===== src/rtl/mem_port_arbiter_if.sv =====
// Bus bundle for mem_port_arbiter: two requester ports and the memory macro side.
// slave  : seen by the arbiter (requests and memory read data in, everything else out).
// master : seen by the environment (requesters and memory model).
interface mem_port_arbiter_if #(
    parameter int ADDR_W = 32,
    parameter int DATA_W = 32
);
    logic              m0_req;
    logic              m0_we;
    logic [ADDR_W-1:0] m0_addr;
    logic [DATA_W-1:0] m0_wdata;
    logic              m0_gnt;
    logic              m0_rvalid;
    logic [DATA_W-1:0] m0_rdata;

    logic              m1_req;
    logic              m1_we;
    logic [ADDR_W-1:0] m1_addr;
    logic [DATA_W-1:0] m1_wdata;
    logic              m1_gnt;
    logic              m1_rvalid;
    logic [DATA_W-1:0] m1_rdata;

    logic              mem_en;
    logic              mem_we;
    logic [ADDR_W-1:0] mem_addr;
    logic [DATA_W-1:0] mem_wdata;
    logic [DATA_W-1:0] mem_rdata;

    logic              owner;

    modport slave (
        input  m0_req, m0_we, m0_addr, m0_wdata,
        input  m1_req, m1_we, m1_addr, m1_wdata,
        input  mem_rdata,
        output m0_gnt, m0_rvalid, m0_rdata,
        output m1_gnt, m1_rvalid, m1_rdata,
        output mem_en, mem_we, mem_addr, mem_wdata,
        output owner
    );

    modport master (
        output m0_req, m0_we, m0_addr, m0_wdata,
        output m1_req, m1_we, m1_addr, m1_wdata,
        output mem_rdata,
        input  m0_gnt, m0_rvalid, m0_rdata,
        input  m1_gnt, m1_rvalid, m1_rdata,
        input  mem_en, mem_we, mem_addr, mem_wdata,
        input  owner
    );
endinterface


===== src/rtl/mem_port_arbiter.sv =====
// mem_port_arbiter: shares one single-port memory between the CPU memory port
// (port 0) and the loader/DMA port (port 1), one transaction in flight at a time.
// Default arbitration: fixed priority to port 0 with a starvation limit (MAX_WAIT)
// guaranteeing port 1 service. Define ARB_ROUND_ROBIN_EN for alternating priority.
// All outputs are registered; reset is asynchronous, active-high.

// Protocol checker: single grant, single response, strobe only with a grant.
module mem_port_arbiter_chk (
    input logic clk,
    input logic reset,
    input logic m0_gnt,
    input logic m1_gnt,
    input logic m0_rvalid,
    input logic m1_rvalid,
    input logic mem_en
);
    a_one_gnt : assert property (@(posedge clk) disable iff (reset) !(m0_gnt && m1_gnt));
    a_one_rvalid : assert property (@(posedge clk) disable iff (reset) !(m0_rvalid && m1_rvalid));
    a_en_with_gnt : assert property (@(posedge clk) disable iff (reset) (mem_en == (m0_gnt || m1_gnt)));
endmodule

module mem_port_arbiter #(
    parameter int ADDR_W   = 32,
    parameter int DATA_W   = 32,
    parameter int RD_LAT   = 1,
    parameter int MAX_WAIT = 4
) (
    input logic               clk,
    input logic               reset,
    mem_port_arbiter_if.slave bus
);
    typedef enum logic [1:0] {
        S_IDLE  = 2'd0,
        S_ISSUE = 2'd1,
        S_WAIT  = 2'd2,
        S_RSP   = 2'd3
    } state_t;

    // WAIT lasts RD_LAT cycles; the counter is loaded with RD_LAT-1 and runs to zero.
    localparam logic [1:0] LAT_LAST = 2'(RD_LAT - 1);
    localparam logic [3:0] WAIT_MAX = 4'(MAX_WAIT);

    state_t            state_q;
    logic [1:0]        lat_cnt_q;
    logic [3:0]        starve_q;
    logic              owner_q;
    logic              m0_gnt_q;
    logic              m1_gnt_q;
    logic              m0_rvalid_q;
    logic              m1_rvalid_q;
    logic [DATA_W-1:0] m0_rdata_q;
    logic [DATA_W-1:0] m1_rdata_q;
    logic              mem_en_q;
    logic              mem_we_q;
    logic [ADDR_W-1:0] mem_addr_q;
    logic [DATA_W-1:0] mem_wdata_q;

`ifdef ARB_ROUND_ROBIN_EN
    // Port granted last; resets to 1 so port 0 wins the first contested arbitration.
    logic              rr_last_q;
`endif

    logic              any_req_s;
    logic              win_s;
    logic [3:0]        starve_d;

    // Arbitration decision and next starvation count, consumed only in IDLE.
    always_comb begin
        any_req_s = bus.m0_req | bus.m1_req;
        win_s     = 1'b0;
        starve_d  = starve_q;
`ifdef ARB_ROUND_ROBIN_EN
        if (bus.m0_req && bus.m1_req) begin
            win_s = ~rr_last_q;
        end else if (bus.m1_req) begin
            win_s = 1'b1;
        end else begin
            win_s = 1'b0;
        end
        starve_d = 4'd0;
`else
        if (bus.m0_req && bus.m1_req) begin
            if (starve_q == WAIT_MAX) begin
                win_s    = 1'b1;
                starve_d = 4'd0;
            end else begin
                // starve_q never exceeds WAIT_MAX, so this increment saturates there.
                win_s    = 1'b0;
                starve_d = starve_q + 4'd1;
            end
        end else if (bus.m1_req) begin
            win_s    = 1'b1;
            starve_d = 4'd0;
        end else begin
            // Port 1 not requesting in IDLE: nothing is being starved.
            win_s    = 1'b0;
            starve_d = 4'd0;
        end
`endif
    end

    // Transaction FSM with registered grant, memory strobe and response outputs.
    always_ff @(posedge clk or posedge reset) begin
        if (reset) begin
            state_q     <= S_IDLE;
            lat_cnt_q   <= 2'd0;
            starve_q    <= 4'd0;
            owner_q     <= 1'b0;
            m0_gnt_q    <= 1'b0;
            m1_gnt_q    <= 1'b0;
            m0_rvalid_q <= 1'b0;
            m1_rvalid_q <= 1'b0;
            m0_rdata_q  <= {DATA_W{1'b0}};
            m1_rdata_q  <= {DATA_W{1'b0}};
            mem_en_q    <= 1'b0;
            mem_we_q    <= 1'b0;
            mem_addr_q  <= {ADDR_W{1'b0}};
            mem_wdata_q <= {DATA_W{1'b0}};
`ifdef ARB_ROUND_ROBIN_EN
            rr_last_q   <= 1'b1;
`endif
        end else begin
            // Pulses default low; only the states below raise them for one cycle.
            m0_gnt_q    <= 1'b0;
            m1_gnt_q    <= 1'b0;
            m0_rvalid_q <= 1'b0;
            m1_rvalid_q <= 1'b0;
            mem_en_q    <= 1'b0;
            mem_we_q    <= 1'b0;
            case (state_q)
                S_IDLE: begin
                    starve_q <= starve_d;
                    if (any_req_s) begin
                        owner_q     <= win_s;
                        mem_en_q    <= 1'b1;
                        mem_we_q    <= win_s ? bus.m1_we    : bus.m0_we;
                        mem_addr_q  <= win_s ? bus.m1_addr  : bus.m0_addr;
                        mem_wdata_q <= win_s ? bus.m1_wdata : bus.m0_wdata;
                        if (win_s) begin
                            m1_gnt_q <= 1'b1;
                        end else begin
                            m0_gnt_q <= 1'b1;
                        end
`ifdef ARB_ROUND_ROBIN_EN
                        rr_last_q   <= win_s;
`endif
                        state_q     <= S_ISSUE;
                    end else begin
                        state_q <= S_IDLE;
                    end
                end
                S_ISSUE: begin
                    if (mem_we_q) begin
                        state_q <= S_IDLE;
                    end else begin
                        lat_cnt_q <= LAT_LAST;
                        state_q   <= S_WAIT;
                    end
                end
                S_WAIT: begin
                    if (lat_cnt_q == 2'd0) begin
                        // Last WAIT cycle: memory data is valid now; respond next cycle.
                        if (owner_q) begin
                            m1_rdata_q  <= bus.mem_rdata;
                            m1_rvalid_q <= 1'b1;
                        end else begin
                            m0_rdata_q  <= bus.mem_rdata;
                            m0_rvalid_q <= 1'b1;
                        end
                        state_q <= S_RSP;
                    end else begin
                        lat_cnt_q <= lat_cnt_q - 2'd1;
                        state_q   <= S_WAIT;
                    end
                end
                S_RSP: begin
                    state_q <= S_IDLE;
                end
                default: begin
                    state_q <= S_IDLE;
                end
            endcase
        end
    end

    assign bus.m0_gnt    = m0_gnt_q;
    assign bus.m1_gnt    = m1_gnt_q;
    assign bus.m0_rvalid = m0_rvalid_q;
    assign bus.m1_rvalid = m1_rvalid_q;
    assign bus.m0_rdata  = m0_rdata_q;
    assign bus.m1_rdata  = m1_rdata_q;
    assign bus.mem_en    = mem_en_q;
    assign bus.mem_we    = mem_we_q;
    assign bus.mem_addr  = mem_addr_q;
    assign bus.mem_wdata = mem_wdata_q;
    assign bus.owner     = owner_q;

    mem_port_arbiter_chk u_chk (
        .clk       (clk),
        .reset     (reset),
        .m0_gnt    (m0_gnt_q),
        .m1_gnt    (m1_gnt_q),
        .m0_rvalid (m0_rvalid_q),
        .m1_rvalid (m1_rvalid_q),
        .mem_en    (mem_en_q)
    );
endmodule

===== src/flat_wrapper.sv =====
// flat-port wrapper written by rule: the top's interface ports become plain ports
module mem_port_arbiter_flat 
#(
    parameter int ADDR_W   = 32,
    parameter int DATA_W   = 32,
    parameter int RD_LAT   = 1,
    parameter int MAX_WAIT = 4
)
  (clk, reset, bus_m0_req, bus_m0_we, bus_m0_addr, bus_m0_wdata, bus_m1_req, bus_m1_we, bus_m1_addr, bus_m1_wdata, bus_mem_rdata, bus_m0_gnt, bus_m0_rvalid, bus_m0_rdata, bus_m1_gnt, bus_m1_rvalid, bus_m1_rdata, bus_mem_en, bus_mem_we, bus_mem_addr, bus_mem_wdata, bus_owner);
  mem_port_arbiter_if #(.ADDR_W(ADDR_W), .DATA_W(DATA_W)) bus_i ();
  input logic clk;
  input logic reset;
  input wire logic [$bits(bus_i.m0_req)-1:0] bus_m0_req;
  input wire logic [$bits(bus_i.m0_we)-1:0] bus_m0_we;
  input wire logic [$bits(bus_i.m0_addr)-1:0] bus_m0_addr;
  input wire logic [$bits(bus_i.m0_wdata)-1:0] bus_m0_wdata;
  input wire logic [$bits(bus_i.m1_req)-1:0] bus_m1_req;
  input wire logic [$bits(bus_i.m1_we)-1:0] bus_m1_we;
  input wire logic [$bits(bus_i.m1_addr)-1:0] bus_m1_addr;
  input wire logic [$bits(bus_i.m1_wdata)-1:0] bus_m1_wdata;
  input wire logic [$bits(bus_i.mem_rdata)-1:0] bus_mem_rdata;
  output wire logic [$bits(bus_i.m0_gnt)-1:0] bus_m0_gnt;
  output wire logic [$bits(bus_i.m0_rvalid)-1:0] bus_m0_rvalid;
  output wire logic [$bits(bus_i.m0_rdata)-1:0] bus_m0_rdata;
  output wire logic [$bits(bus_i.m1_gnt)-1:0] bus_m1_gnt;
  output wire logic [$bits(bus_i.m1_rvalid)-1:0] bus_m1_rvalid;
  output wire logic [$bits(bus_i.m1_rdata)-1:0] bus_m1_rdata;
  output wire logic [$bits(bus_i.mem_en)-1:0] bus_mem_en;
  output wire logic [$bits(bus_i.mem_we)-1:0] bus_mem_we;
  output wire logic [$bits(bus_i.mem_addr)-1:0] bus_mem_addr;
  output wire logic [$bits(bus_i.mem_wdata)-1:0] bus_mem_wdata;
  output wire logic [$bits(bus_i.owner)-1:0] bus_owner;
  assign bus_i.m0_req = bus_m0_req;
  assign bus_i.m0_we = bus_m0_we;
  assign bus_i.m0_addr = bus_m0_addr;
  assign bus_i.m0_wdata = bus_m0_wdata;
  assign bus_i.m1_req = bus_m1_req;
  assign bus_i.m1_we = bus_m1_we;
  assign bus_i.m1_addr = bus_m1_addr;
  assign bus_i.m1_wdata = bus_m1_wdata;
  assign bus_i.mem_rdata = bus_mem_rdata;
  assign bus_m0_gnt = bus_i.m0_gnt;
  assign bus_m0_rvalid = bus_i.m0_rvalid;
  assign bus_m0_rdata = bus_i.m0_rdata;
  assign bus_m1_gnt = bus_i.m1_gnt;
  assign bus_m1_rvalid = bus_i.m1_rvalid;
  assign bus_m1_rdata = bus_i.m1_rdata;
  assign bus_mem_en = bus_i.mem_en;
  assign bus_mem_we = bus_i.mem_we;
  assign bus_mem_addr = bus_i.mem_addr;
  assign bus_mem_wdata = bus_i.mem_wdata;
  assign bus_owner = bus_i.owner;
  mem_port_arbiter #(.ADDR_W(ADDR_W), .DATA_W(DATA_W), .RD_LAT(RD_LAT), .MAX_WAIT(MAX_WAIT)) u_core (.clk(clk), .reset(reset), .bus(bus_i));
endmodule

===== config.mk =====
export PLATFORM = sky130hd
export DESIGN_NAME = mem_port_arbiter_flat
export DESIGN_NICKNAME = d
export VERILOG_FILES = /design/src/rtl/mem_port_arbiter_if.sv /design/src/rtl/mem_port_arbiter.sv /design/src/flat_wrapper.sv
export SDC_FILE = /design/constraint.sdc
export NUM_CORES = 1
export LEC_CHECK = 0
export ABC_AREA = 1
export CORE_MARGIN = 2
export CORE_UTILIZATION = 42
export CTS_CLUSTER_DIAMETER = 60
export DETAILED_ROUTE_END_ITERATION = 8
export HOLD_SLACK_MARGIN = 0.03
export PLACE_DENSITY = 0.78
export SLEW_MARGIN = 20
export SYNTH_ARGS = -nofsm -noshare
export SYNTH_HDL_FRONTEND = slang
export SYNTH_SLANG_ARGS = --single-unit

===== constraint.sdc =====
create_clock -name clk -period 6.21 [get_ports clk]
set_input_delay 1.242 -clock clk [delete_from_list [all_inputs] [get_ports clk]]
set_output_delay 1.242 -clock clk [all_outputs]
set_load 0.01 [all_outputs]

==> flow_metrics.env <==
export IMPL_status="finished clean"
export IMPL_synth_seq_cells=143
export IMPL_synth_most_common_cell="nand2_1"
export IMPL_io_buffer_count=300
export IMPL_synth_common_cells="207 x nand2_1, 196 x nand3_1, 176 x inv_1"
export IMPL_dpl_cell_area_mm2=0.00984
export IMPL_multi_input_area_mm2=0.00229
export IMPL_dr_pass1_iters=5
export IMPL_cts_resized_gates=0
export IMPL_path_clk_slew_ps=60
export IMPL_synth_top_area_cell="dfrtp_1"
export IMPL_cts_num_sinks=143
export IMPL_antenna_found_initial=1
export IMPL_power_leakage_nw=5.37
export IMPL_drt_iter0_markers=339
export IMPL_die_height_um=131
export IMPL_num_rows=46
export IMPL_skew_ps=9.14
export IMPL_crit_type="primary input to flop"
export IMPL_async_flop_share=1.00
export IMPL_cp_start_kind="primary input"
export IMPL_reg2reg_depth=7
export IMPL_area_growth_pct=52.8
export IMPL_cts_tree="done"
export IMPL_ff_latch_area_mm2=0.00358
export IMPL_max_freq_ghz=0.353
export IMPL_regToRegSetupSlack_ps=4150
export IMPL_cp_end_kind="flop"
export IMPL_holdPathStages=2
export IMPL_grt_max_degree=112
export IMPL_num_vias=6629
export IMPL_syn_avg_cell_area_um2=7.81
export IMPL_syn_inst=872
export IMPL_fillers=1366
export IMPL_tightest_slew_ps=909
export IMPL_routedWlPerCell_um=14.7
export IMPL_synthTopCellsByArea="dfrtp_1 53%, nand3_1 14%, nand2_1 11%"
export IMPL_grt_ovfl_total=0
export IMPL_ios=301
export IMPL_rsz0062_at_grt="false"
export IMPL_synth_edf_count=0
export IMPL_min_to="u_core.bus.mem_addr[20]"
export IMPL_grt_pass1_vias=6470
export IMPL_cts_setup_buffers=0
export IMPL_start_util=0.429
export IMPL_powerDensity_mw_per_mm2=451
export IMPL_ir_worst_vdd_v=0.000240
export IMPL_grt_pass1_wl_um=32900
export IMPL_wl_um=20100
export IMPL_ys_seq_area_frac=0.526
export IMPL_required_ps=6560
export IMPL_viasPerCell=4.85
export IMPL_design_area_mm2=0.0104
export IMPL_htreeDepth=4
export IMPL_min_from="u_core.bus.mem_addr[20]"
export IMPL_yosys_most_used_dff="dfrtp_1"
export IMPL_hp_class="flop to flop"
export IMPL_drive_above_1_share=0.0365
export IMPL_fin_crit_sh=0.456
export IMPL_ys_warn_count=0
export IMPL_path_buf_inv=3
export IMPL_crit_family="buffers and inverters"
export IMPL_core_area_mm2=0.0159
export IMPL_synth_top_area_share=0.526
export IMPL_cts_buffers=17
export IMPL_rr_endpoint="u_core.bus.mem_wdata[15]"
export IMPL_root_buffer="clkbuf_16"
export IMPL_num_antenna_cells=0
export IMPL_fp_dieW_um=131
export IMPL_synth_cell_type_count=18
export IMPL_ant_nets=0
export IMPL_hold_viol_final=0
export IMPL_synth_area_mm2=0.00681
export IMPL_r2r_start="u_core.state_q[0]"
export IMPL_drc=0
export IMPL_cp_data_arrival_time_ps=3190
export IMPL_fin_setup_tns_ps=0
export IMPL_maxSlewViolCount=0
export IMPL_cp_slowest_cell="buf_4"
export IMPL_fin_crit_ps=2830
export IMPL_slew_headroom=0.393
export IMPL_cap_violations=0
export IMPL_place_congestion=0.812
export IMPL_cts_buffer_depth=2
export IMPL_nets=1311
export IMPL_cp_max_fo=67
export IMPL_setup_viol=0
export IMPL_clk_latency_ps=420
export IMPL_synthesis_nets=1044
export IMPL_hold_buffers=0
export IMPL_crit_chain="buf_4 -> inv_1 -> a21oi_4 -> buf_4 -> nand3_1 -> nand2_1"
export IMPL_crit_top_cell="buf_4"
export IMPL_grtUsageTotal=0.236
export IMPL_die_area_mm2=0.0172
export IMPL_max_stage_delay_ps=620
export IMPL_dp_hpwl_um=13900
export IMPL_worstSetupStartpoint="bus_m1_req"
==> logic make-up (layout without fill, tap and decap cells) <==
logic type                 after synthesis  count (layout)  synth area share
DFF                                    143             143             0.526
adders and majority gates                6               6            0.0110
buffers and inverters                  234             514             0.142
AOI/OAI and AO/OA                       72              72            0.0535
xor gates and xnor gates                 2               2           0.00257
and+or+nand+nor                        415             415             0.266
==> worst register-to-register path: stages, from the launching register on <==
cell and delay, ps:
dfrtp_1 390, inv_1 110, ha_1 320, inv_2 90, a21oi_4 160, buf_4 620, nand3_1 220, nand2_1 90
==> through the flow <==
stage               hold WS, ps  instances   util  setup WS [ps]  power (mW)
floorplan                   453        872      -           1130        2.56
global placement            462       1336  0.618           2280        3.69
detailed placement          464       1336  0.620           3000        3.75
CTS                         481       1368  0.655           3430        4.72
global route                495       1368  0.655           3190        4.99
finish                      476       1368  0.655           3380        4.69
==> worst max path at each step <==
stage	endpoint	slack, ps	cells after the start
floorplan	asynchronous set/reset pin	1130	1
global placement	u_core.bus.owner	2280	5
detailed placement	u_core.bus.mem_wdata[18]	3000	6
CTS	u_core.bus.mem_wdata[15]	3430	6
global route	u_core.bus.mem_wdata[15]	3190	6
finish	u_core.bus.mem_wdata[15]	3380	6
==> area by class of cell <==
cell class,count,area share
clock buffer,20,0.0429
timing repair buffer,302,0.290
clock inverter,12,0.0107
sequential,143,0.344
tap,216,0.0260
inverter,180,0.0659
multi-input combinational,495,0.221
==> placed cells by master, fill, tap and decap left out, drive strengths merged <==
cell type / netlist / final
bufinv: 0 / 1
clkdlybuf4s50: 0 / 299
dfrtp: 143 / 143
inv: 180 / 182
a21oi: 2 / 2
buf: 33 / 3
clkinv: 0 / 6
o21ai: 70 / 70
xnor2: 1 / 1
nand4: 2 / 2
ha: 6 / 6
nand3: 196 / 196
clkbuf: 21 / 20
nor2: 10 / 10
clkinvlp: 0 / 3
nand2: 207 / 207
xor2: 1 / 1
==> routing by layer <==
layer	track usage	part of all wire	vias to the layer above
li1	-	-	3223
met1	0.291	0.41	3054
met2	0.394	0.48	311
met3	0.0683	0.083	39
met4	0.0864	0.029	2
met5	0	0.00065	-
==> registers in the layout, indices dropped and copies added (netlist names), named ones only <==
register and cells:
u_core.state_q 1, u_core.starve_q 4, u_core.bus.m0_rdata 32, u_core.bus.owner 1
u_core.bus.mem_wdata 32, u_core.bus.m1_rvalid 1, u_core.bus.m1_gnt 1, u_core.lat_cnt_q 2
u_core.bus.m0_gnt 1, u_core.bus.mem_en 1, u_core.bus.m1_rdata 32, u_core.bus.mem_we 1
u_core.bus.m0_rvalid 1, u_core.bus.mem_addr 32
==> where the power goes <==
| group | switching (mW) | leakage, nW | internal [mW] |
|---|---|---|---|
| clock network | 0.402 | 0.267 | 0.563 |
| registers | 0.248 | 1.76 | 1.38 |
| logic | 1.01 | 3.35 | 1.08 |
| total | 1.66 | 5.37 | 3.03 |
Power figures use the tool's default switching activity.
